`config.mk`:
```
export PLATFORM = sky130hd
export DESIGN_NAME = i2c_chan_arbiter
export DESIGN_NICKNAME = d
export VERILOG_FILES = /design/src/rtl/i2c_chan_arbiter_pkg.sv /design/src/rtl/rr_arbiter.sv /design/src/rtl/i2c_chan_arbiter.sv
export SDC_FILE = /design/constraint.sdc
export NUM_CORES = 1
export LEC_CHECK = 0
export ABC_AREA = 1
export BUFFER_PORTS_ARGS = -buffer_cell sky130_fd_sc_hd__buf_2
export CAP_MARGIN = 25
export CORE_MARGIN = 5
export CORE_UTILIZATION = 52
export CTS_BUF_LIST = sky130_fd_sc_hd__clkbuf_8
export DETAILED_ROUTE_END_ITERATION = 12
export PLACE_DENSITY = 0.8
export SYNTH_ARGS = -nofsm -noshare
export SYNTH_HDL_FRONTEND = slang
export SYNTH_SLANG_ARGS = --single-unit
```
`constraint.sdc`:
```
create_clock -name clk -period 9.93 [get_ports clk]
set_clock_uncertainty 0.1 [all_clocks]
set_input_delay 2.4825 -clock clk [delete_from_list [all_inputs] [get_ports clk]]
set_output_delay 2.4825 -clock clk [all_outputs]
set_load 0.005 [all_outputs]
```
`src/rtl/i2c_chan_arbiter_pkg.sv`:
```
// Shared types and helpers for the I2C channel arbiter and its round-robin picker.
package i2c_arb_pkg;

  typedef enum logic [1:0] {
    IDLE    = 2'd0,
    BUSY    = 2'd1,
    RELEASE = 2'd2
  } arb_state_e;

  localparam int DROP_MAX = 255;

  // Next round-robin position after idx, wrapping n-1 back to 0.
  function automatic int rr_wrap(input int idx, input int n);
    return (idx >= n - 1) ? 0 : idx + 1;
  endfunction

endpackage

```
`src/rtl/rr_arbiter.sv`:
```
// Combinational round-robin picker: first request at or after ptr_i, wrapping.
module rr_arbiter
  import i2c_arb_pkg::*;
#(
  parameter int N     = 12,
  parameter int IDX_W = 4
) (
  input  logic [N-1:0]     req_i,
  input  logic [IDX_W-1:0] ptr_i,
  output logic [N-1:0]     gnt_o,
  output logic [IDX_W-1:0] idx_o
);

  logic found;
  int   pos;

  always_comb begin
    gnt_o = '0;
    idx_o = '0;
    found = 1'b0;
    pos   = int'(ptr_i);
    for (int k = 0; k < N; k++) begin
      if (!found && req_i[pos]) begin
        found      = 1'b1;
        gnt_o[pos] = 1'b1;
        idx_o      = IDX_W'(pos);
      end
      pos = rr_wrap(pos, N);
    end
  end

endmodule

```
`src/rtl/i2c_chan_arbiter.sv`:
```
// Grants one of N I2C channels to the shared slave engine on START, round-robin,
// and holds it until STOP or SCL inactivity timeout on the granted channel.
//
// state   | meaning
// IDLE    | no grant; waiting for a START while the slave engine is ready
// BUSY    | one channel granted; watching its STOP and SCL activity
// RELEASE | grant just dropped; one dead cycle before IDLE
module i2c_chan_arbiter
  import i2c_arb_pkg::*;
#(
  parameter int N       = 12,
  parameter int IDX_W   = 4,
  parameter int TIMEOUT = 50000,
  parameter int CNT_W   = 16
) (
  input  logic             clk,
  input  logic             n_rst,
  input  logic [N-1:0]     scl_bus,
  input  logic [N-1:0]     sda_i_bus,
  input  logic             slave_ready,
  output logic [N-1:0]     grant,
  output logic             grant_valid,
  output logic [IDX_W-1:0] grant_idx,
  output logic             timeout_evt,
  output logic [7:0]       drop_cnt
);

  logic [N-1:0] sync_scl, prev_scl, sync_sda, prev_sda;

  for (genvar g = 0; g < N; g++) begin : g_sync
    logic scl_meta_q, scl_sync_q, scl_prev_q;
    logic sda_meta_q, sda_sync_q, sda_prev_q;
    always_ff @(posedge clk) begin
      if (!n_rst) begin
        scl_meta_q <= 1'b1; scl_sync_q <= 1'b1; scl_prev_q <= 1'b1;
        sda_meta_q <= 1'b1; sda_sync_q <= 1'b1; sda_prev_q <= 1'b1;
      end else begin
        scl_meta_q <= scl_bus[g];   scl_sync_q <= scl_meta_q; scl_prev_q <= scl_sync_q;
        sda_meta_q <= sda_i_bus[g]; sda_sync_q <= sda_meta_q; sda_prev_q <= sda_sync_q;
      end
    end
    assign sync_scl[g] = scl_sync_q;
    assign prev_scl[g] = scl_prev_q;
    assign sync_sda[g] = sda_sync_q;
    assign prev_sda[g] = sda_prev_q;
  end

  logic [N-1:0] start_q, stop_q, scl_edge_q;

  always_ff @(posedge clk) begin
    if (!n_rst) begin
      start_q    <= '0;
      stop_q     <= '0;
      scl_edge_q <= '0;
    end else begin
      start_q    <= prev_sda & ~sync_sda & sync_scl & prev_scl;
      stop_q     <= ~prev_sda & sync_sda & sync_scl & prev_scl;
      scl_edge_q <= sync_scl ^ prev_scl;
    end
  end

  arb_state_e       state_q, state_d;
  logic [N-1:0]     grant_q, grant_d, win_gnt;
  logic [IDX_W-1:0] idx_q, idx_d, rr_ptr_q, rr_ptr_d, win_idx;
  logic [CNT_W-1:0] cnt_q, cnt_d;
  logic [7:0]       drop_q, drop_d;
  logic             tevt_q, tevt_d;
  int               drop_sum;

  rr_arbiter #(.N(N), .IDX_W(IDX_W)) u_rr (
    .req_i (start_q),
    .ptr_i (rr_ptr_q),
    .gnt_o (win_gnt),
    .idx_o (win_idx)
  );

  always_comb begin
    state_d  = state_q;
    grant_d  = grant_q;
    idx_d    = idx_q;
    rr_ptr_d = rr_ptr_q;
    cnt_d    = cnt_q;
    drop_d   = drop_q;
    tevt_d   = 1'b0;
    drop_sum = 0;
    unique case (state_q)
      IDLE: begin
        if (slave_ready && (|start_q)) begin
          grant_d  = win_gnt;
          idx_d    = win_idx;
          rr_ptr_d = IDX_W'(rr_wrap(int'(win_idx), N));
          cnt_d    = '0;
          state_d  = BUSY;
        end
      end
      BUSY: begin
        drop_sum = int'(drop_q) + $countones(start_q & ~grant_q);
        drop_d   = (drop_sum > DROP_MAX) ? 8'(DROP_MAX) : 8'(drop_sum);
        // STOP is checked first so it beats a coincident timeout.
        if (stop_q[idx_q]) begin
          grant_d = '0;
          state_d = RELEASE;
        end else if (scl_edge_q[idx_q] || start_q[idx_q]) begin
          cnt_d = '0;
        end else if (cnt_q == CNT_W'(TIMEOUT - 1)) begin
          tevt_d  = 1'b1;
          grant_d = '0;
          state_d = RELEASE;
        end else begin
          cnt_d = cnt_q + 1'b1;
        end
      end
      RELEASE: state_d = IDLE;
      default: begin
        grant_d = '0;
        state_d = IDLE;
      end
    endcase
  end

  always_ff @(posedge clk) begin
    if (!n_rst) begin
      state_q  <= IDLE;
      grant_q  <= '0;
      idx_q    <= '0;
      rr_ptr_q <= '0;
      cnt_q    <= '0;
      drop_q   <= '0;
      tevt_q   <= 1'b0;
    end else begin
      state_q  <= state_d;
      grant_q  <= grant_d;
      idx_q    <= idx_d;
      rr_ptr_q <= rr_ptr_d;
      cnt_q    <= cnt_d;
      drop_q   <= drop_d;
      tevt_q   <= tevt_d;
    end
  end

  assign grant       = grant_q;
  assign grant_valid = |grant_q;
  assign grant_idx   = idx_q;
  assign timeout_evt = tevt_q;
  assign drop_cnt    = drop_q;

endmodule

```
==> results of run 1 <==
## cells in the mapped netlist, drive strengths merged, types with 3 or more instances
cell type  instances  area share (%)
o211ai             5            0.36
clkinv             8            0.38
a21oi             71             3.8
xnor2              3            0.25
dfxtp            155              30
inv              161             5.9
a32oi             11            0.92
a31oi             49             2.9
nand2            315              14
buf               14            0.92
nand3            104             6.1
o22ai             18             1.1
nor3b              3            0.21
nor3              27             1.3
clkbuf            34             1.2
nor2             157             6.6
or2               69             4.1
o21ai            147             7.1
nand4             27             1.7
fa                 8             1.5
ha                55             6.6
a211oi             3            0.21
nor4              20             1.2
a221oi             4            0.33
o221ai             5            0.42
## cells by family (layout without fill, tap and decap cells)
family | after synthesis | in the layout
flops | 155 | 155
buf+inv | 217 | 289
mux | 1 | 1
simple gates | 724 | 724
compound gates | 324 | 324
xor+xnor | 5 | 5
fa+ha+maj | 63 | 63
## path summary, 6_finish.rpt
kind | from | endpoint | slack (ns) | cells after the start
worst min register to register | g_sync[1].sda_meta_q | g_sync[1].sda_sync_q | 0.31 | 1
worst max register to register | rr_ptr_q[1] | rr_ptr_q[0] | 0.85 | 76
worst min-delay path | g_sync[1].sda_meta_q | g_sync[1].sda_sync_q | 0.31 | 1
worst max-delay path | rr_ptr_q[1] | rr_ptr_q[0] | 0.85 | 76
## final cells by class
cell class                      count  area, um^2
Fill cell                        1903        8420
Sequential cell                   155        3110
Tap cell                          270         338
Multi-Input combinational cell   1117        6580
Clock inverter                     14         151
Clock buffer                       18         248
Timing Repair Buffer               88         531
Inverter                          169         669
## timing repair
| item | 4_1_cts | 5_1_grt |
|---|---|---|
| endpoints found under the hold margin | 0 | 0 |
| cloned | 0 | 0 |
| endpoints found under the setup margin | 16 | 20 |
| pin swaps | 0 | 1 |
| buffers inserted | 0 | 6 |
| resized for setup | 4 | 22 |
## worst max-delay path, delay by kind of cell (launching register included)
| kind | cells | cell delay [ns] |
|---|---|---|
| flops | 1 | 0.41 |
| fa+ha+maj | 12 | 2.48 |
| buf+inv | 23 | 1.99 |
| compound gates | 3 | 0.32 |
| simple gates | 38 | 3.59 |
## through the flow
| step | hold slack, ns | TNS [ns] | instances | instance area, um^2 |
|---|---|---|---|---|
| after floorplan | 0.293 | 0 | 1489 | 10500 |
| after global routing | 0.324 | 0 | 1831 | 11600 |
| final | 0.311 | 0 | 1831 | 11600 |
| after CTS | 0.313 | 0 | 1825 | 11500 |
| after global placement | 0.295 | 0 | 1793 | 11100 |
| after detailed placement | 0.297 | -1.39 | 1793 | 11100 |
## state kept, by name, summed over array words and instances (netlist names)
name and count:
cnt_q 16, g_sync.scl_meta_q 12, g_sync.scl_prev_q 12, g_sync.scl_sync_q 12
g_sync.sda_meta_q 12, g_sync.sda_prev_q 12, g_sync.sda_sync_q 12, grant 12
scl_edge_q 12, start_q 12, stop_q 12, drop_cnt 8
grant_idx 4, rr_ptr_q 4, state_q 2, timeout_evt 1
## cells in the final DEF, fill, tap and decap left out, types with 49 or more instances in the layout
master / netlist / final
nand2_1: 262 / 256
dfxtp_1: 155 / 153
nor2_1: 141 / 139
inv_1: 136 / 129
o21ai_0: 121 / 121
nand3_1: 87 / 87
or2_2: 69 / 69
a21oi_1: 60 / 60
buf_2: 5 / 52
a31oi_1: 49 / 49
## per-layer routing
metal,global-route usage [%],routed length (um),vias up
li1,-,-,5150
met3,4.78,2200,113
met2,42.1,14100,422
met1,31.8,12500,4723
met4,9.89,1190,0
met5,0,0,-
==> results.json, run 1 <==
{
  "finalCritPeriodShare_pct": 91.4,
  "layout_setup_ws_ns": 0.854,
  "synth_seq_cells": 155,
  "setup-violations-final": 0,
  "hold_buffers": 0,
  "synth.avg_cell_area_um2": 7.05,
  "grt_max_degree": 91,
  "fmaxAchievable_mhz": 110,
  "drive_gt1_share_pct": 22.0,
  "grt_pass1_wl_um": 48500,
  "synth_edf_count": 0,
  "hp-class": "reg -> reg",
  "dieWidth_um": 152,
  "dieArea_um2": 23100,
  "start_kind": "flop",
  "crit_type": "reg -> reg",
  "synth_fp_nets": 1579,
  "worstMarginPinSlew_ns": 1.06,
  "drtIter0Drc": 801,
  "finalHoldViolCount": 0,
  "synthArstFlopShare_pct": 0,
  "numCtsBuffers": 17,
  "final_net_count": 1638,
  "ys.flop_type": "dfxtp_1",
  "clock_latency_ns": 0.45,
  "cp.required_ns": 10.13,
  "synth_top_family_by_area": "simple AND/OR/NAND/NOR gates",
  "start_util_pct": 52.4,
  "cpPeakStageDelay_ns": 0.41,
  "vias": 10400,
  "clockBufferDepth": 2,
  "cp.arrival_ns": 9.27,
  "timing.final.crit_period_ns": 9.08,
  "dr.pass1.iters": 6,
  "yosys.area_share.simple_pct": 35.4,
  "antenna_cells": 0,
  "ios": 53,
  "dpl_worst_slack_ns": -0.237,
  "placementRows": 52,
  "coreArea_um2": 20000,
  "yosys_warnings": 0,
  "synth_xor_area_share_pct": 0.417,
  "cts.sinks": 155,
  "status": "finished clean",
  "place.gp.congestion": 0.996,
  "fin_util_pct": 58.0,
  "die_h_um": 152,
  "maxCapViolCount": 0,
  "cp_slowest_cell": "dfxtp_4",
  "synthMuxAreaShare_pct": 0.107,
  "antenna_found_initial": 0,
  "cts-root-buf": "clkbuf_8",
  "critPathCaptureType": "flop",
  "avgViaCountPerCell": 5.68,
  "synth_area_um2": 10500,
  "drc_errors": 0,
  "rsz0062_at_grt": "false",
  "maxSlewHeadroom_pct": 28.8,
  "critPathMaxFanout": 10,
  "cts_tree": "yes",
  "post_drt_wl_per_cell_um": 16.4,
  "synth_cells": 1489,
  "h-tree-depth": 4,
  "yosysUniqueCellTypes": 54,
  "grt_pass1_vias": 9711,
  "crit_top_cell": "nand2_4",
  "track_usage_pct": 25.1,
  "synth-compound-area-share_pct": 18.0,
  "wl_um": 30000,
  "area_growth_pct": 10.7,
  "grt-ovfl-total": 0,
  "path_clk_slew_ns": 0.09,
  "synth_fa_ha_area_share_pct": 8.08,
  "maxSlewViolCount": 0,
  "seq_area_frac_synth_pct": 29.6,
  "final_antenna_net_count": 0,
  "hpwl_um": 22100,
  "portBuffers": 52
}
Power of run 1 is left out: the tool's default activity adds up to more than one toggle a clock period on the data nets, which glitch-free logic cannot reach.
==> run 2: changes to the inputs <==
Settings changed: PLACE_DENSITY 0.8 to 0.77.
Clock period 9.93 ns to 9.91 ns, I/O delays scaled along.
==> results.json, run 2 (synthesis gave the netlist of run 1 again) <==
{
  "critical_path_buf_inv_count": 21,
  "dr.pass1.iters": 6,
  "portBuffers": 52,
  "dieArea_um2": 23100,
  "crit_top_cell": "nand2_4",
  "final_cell_mix": "257 x nand2_1, 153 x dfxtp_1, 140 x nor2_1",
  "dp_cells": 1792,
  "crit_type": "reg -> reg",
  "cp.required_ns": 10.19,
  "area_growth_pct": 11.0,
  "maxSlewViolCount": 0,
  "placementRows": 52,
  "setup-violations-final": 0,
  "clockBufferDepth": 2,
  "status": "finished clean",
  "regMostFlops": "cnt_q",
  "post_drt_wl_per_cell_um": 16.3,
  "dieWidth_um": 152,
  "track_usage_pct": 24.8,
  "start_kind": "flop",
  "cp_slowest_cell": "dfxtp_2",
  "maxCapViolCount": 0,
  "drtIter0Drc": 931,
  "coreArea_um2": 20000,
  "drc_errors": 0,
  "hold_buffers": 0,
  "timing.final.crit_period_ns": 9.18,
  "die_h_um": 152,
  "final_antenna_net_count": 0,
  "start_util_pct": 52.4,
  "place.gp.congestion": 1.03,
  "grt_pass1_vias": 9799,
  "critPathCaptureType": "flop",
  "avgViaCountPerCell": 5.74,
  "vias": 10500,
  "crit_family": "simple AND/OR/NAND/NOR gates",
  "h-tree-depth": 4,
  "path_clk_slew_ns": 0.09,
  "final_common_cell": "nand2_1",
  "cts.sinks": 155,
  "clock_latency_ns": 0.45,
  "hpwl_um": 21800,
  "maxSlewHeadroom_pct": 27.3,
  "cts_tree": "yes",
  "ios": 53,
  "antenna_cells": 0,
  "critPathMaxFanout": 11,
  "fmaxAchievable_mhz": 109,
  "cpPeakStageDelay_ns": 0.42,
  "numCtsBuffers": 17,
  "final_net_count": 1638,
  "drive_gt1_share_pct": 22.0,
  "fin_cells": 1831,
  "wl_um": 29900,
  "grt-ovfl-total": 0,
  "cts-root-buf": "clkbuf_8",
  "largest_reg_flops": 16,
  "grt_pass1_wl_um": 48200,
  "finalHoldViolCount": 0,
  "antenna_found_initial": 0,
  "cp.arrival_ns": 9.46,
  "hp-class": "reg -> reg",
  "finalCritPeriodShare_pct": 92.7,
  "worstMarginPinSlew_ns": 1.08,
  "grt_max_degree": 87
}
[run 2: cell type report]
cell class	count	area, um^2
Fill cell	1912	8390
Inverter	169	669
Tap cell	270	338
Timing Repair Buffer	88	531
Sequential cell	155	3110
Clock inverter	14	179
Multi-Input combinational cell	1117	6580
Clock buffer	18	248
[run 2: final timing paths]
kind	start	to	slack, ns	cells past startpoint
setup / recovery	rr_ptr_q[0]	rr_ptr_q[2]	0.73	75
hold / removal	g_sync[10].scl_meta_q	g_sync[10].scl_sync_q	0.32	1
setup reg to reg	rr_ptr_q[0]	rr_ptr_q[2]	0.73	75
hold reg to reg	g_sync[10].scl_meta_q	g_sync[10].scl_sync_q	0.32	1
[run 2: through the flow]
stage	instance area (um^2)	setup TNS (ns)	utilization, %	hold WS [ns]	setup slack (ns)
final	11600	0	58.1	0.316	0.725
after detailed placement	11100	-0.569	55.4	0.297	-0.169
after floorplan	10500	0	-	0.293	0.0306
after global placement	11100	0	55.4	0.293	0.173
after global routing	11600	-0.00984	58.1	0.331	-0.00984
after CTS	11500	0	57.6	0.318	0.0327
[run 2: repair_timing]
item | 4_1_cts | 5_1_grt
gates resized for setup | 5 | 19
buffers inserted | 0 | 7
endpoints found under the setup margin | 14 | 20
hold endpoints to repair | 0 | 0
pin swaps | 0 | 1
[run 2: routing by layer]
layer	wire [um]	part of all wire [%]	GRT usage [%]
met5	0	0	0
met4	1110	3.7	10.5
met3	2480	8.3	4.15
met2	13900	47	41.5
met1	12300	41	31.8
Power of run 2 is left out for the same reason.
==> run 3: changes to the inputs <==
Settings changed: RECOVER_POWER set to 50.
==> results.json, run 3 (synthesis gave the netlist of run 1 again) <==
{
  "hold_path_depth": 1,
  "crit_end": "rr_ptr_q[0]",
  "clock_latency_ns": 0.45,
  "antenna_found_initial": 0,
  "worstMarginPinSlew_ns": 1.08,
  "final_antenna_net_count": 0,
  "dp_cells": 1792,
  "track_usage_pct": 24.8,
  "cp.arrival_ns": 9.40,
  "area_growth_pct": 10.8,
  "maxSlewHeadroom_pct": 27.2,
  "largest_reg_flops": 16,
  "timing.final.crit_period_ns": 9.20,
  "status": "finished clean",
  "vias": 10500,
  "maxCapViolCount": 0,
  "cts_tree": "yes",
  "dr.pass1.iters": 6,
  "avgViaCountPerCell": 5.76,
  "place.gp.congestion": 1.03,
  "crit_path_start": "rr_ptr_q[0]",
  "critPathCaptureType": "flop",
  "drive_gt1_share_pct": 21.0,
  "finalHoldViolCount": 0,
  "critical_path_buf_inv_count": 22,
  "cts-root-buf": "clkbuf_8",
  "drc_errors": 0,
  "crit_cells": 75,
  "cp_slowest_cell": "dfxtp_2",
  "grt_pass1_vias": 9799,
  "start_kind": "flop",
  "ios": 53,
  "reg2reg_to": "rr_ptr_q[0]",
  "post_drt_wl_per_cell_um": 16.4,
  "numCtsBuffers": 17,
  "crit_type": "reg -> reg",
  "critPathMaxFanout": 11,
  "cp.required_ns": 10.11,
  "hpwl_um": 21800,
  "coreArea_um2": 20000,
  "reg2regPathDepth": 75,
  "fmaxAchievable_mhz": 109,
  "die_h_um": 152,
  "h-tree-depth": 4,
  "grt_pass1_wl_um": 48200,
  "antenna_cells": 0,
  "finalCritPeriodShare_pct": 92.8,
  "nFillCells": 1922,
  "final_cell_mix": "257 x nand2_1, 153 x dfxtp_1, 140 x nor2_1",
  "dieArea_um2": 23100,
  "cts.sinks": 155,
  "final_net_count": 1638,
  "crit_top_cell": "nand2_4",
  "setup-violations-final": 0,
  "path_clk_slew_ns": 0.09,
  "start_util_pct": 52.4,
  "portBuffers": 52,
  "placementRows": 52,
  "grt-ovfl-total": 0,
  "maxSlewViolCount": 0,
  "reg2reg_from": "rr_ptr_q[0]",
  "regMostFlops": "cnt_q",
  "grt_max_degree": 87,
  "hp-class": "reg -> reg",
  "fin_cells": 1831,
  "wl_um": 29900,
  "cpPeakStageDelay_ns": 0.42,
  "final_common_cell": "nand2_1",
  "clockBufferDepth": 2,
  "dieWidth_um": 152,
  "crit_family": "simple AND/OR/NAND/NOR gates",
  "drtIter0Drc": 878,
  "r2r_slack_ns": 0.71
}
run 3: changes by cell type in the layout (fill, tap and decap cells not counted), sizes merged:
| cell | before | now |
|---|---|---|
| buf | 88 | 74 |
| clkbuf | 18 | 32 |
run 3: layout make-up:
cell class	instances	area, um^2	area share [%]
multi-input combinational	1117	6580	56.5
sequential	155	3110	26.7
inverter	169	669	5.76
timing repair buffer	88	513	4.41
tap	270	338	2.90
clock buffer	18	248	2.13
clock inverter	14	179	1.54
run 3: worst min-delay path by stage:
stage	from	slack [ns]	endpoint
after global placement	g_sync[6].scl_meta_q	0.29	g_sync[6].scl_sync_q
after global routing	g_sync[2].sda_meta_q	0.33	g_sync[2].sda_sync_q
after floorplan	g_sync[0].scl_meta_q	0.29	g_sync[0].scl_sync_q
final	g_sync[9].scl_meta_q	0.32	g_sync[9].scl_sync_q
after detailed placement	g_sync[2].scl_meta_q	0.30	g_sync[2].scl_sync_q
after CTS	g_sync[2].scl_meta_q	0.32	g_sync[2].scl_sync_q
run 3: timing repair:
action,4_1_cts,5_1_grt
endpoints found under the hold margin,0,0
hold buffers,0,0
setup buffers,0,7
gates resized for setup,5,19
pin swaps,0,1
setup endpoints to repair,14,20
run 3: stage by stage:
step / TNS, ns / util [%] / hold WS (ns) / area [um^2] / worst slack (ns)
3_3_place_gp: 0 / 55.4 / 0.293 / 11100 / 0.173
5_1_grt: -0.00992 / 58.0 / 0.331 / 11600 / -0.00992
2_1_floorplan: 0 / - / 0.293 / 10500 / 0.0306
6_report: 0 / 58.0 / 0.317 / 11600 / 0.712
4_1_cts: 0 / 57.6 / 0.318 / 11500 / 0.0327
3_5_place_dp: -0.569 / 55.4 / 0.297 / 11100 / -0.169
run 3: routing by layer:
layer	wire [um]	GRT usage, %	vias up
met1	12400	31.8	4779
met5	0	0	-
li1	-	-	5131
met3	2520	4.15	125
met4	1260	10.5	0
met2	13800	41.5	512
Power of run 3 is left out for the same reason.
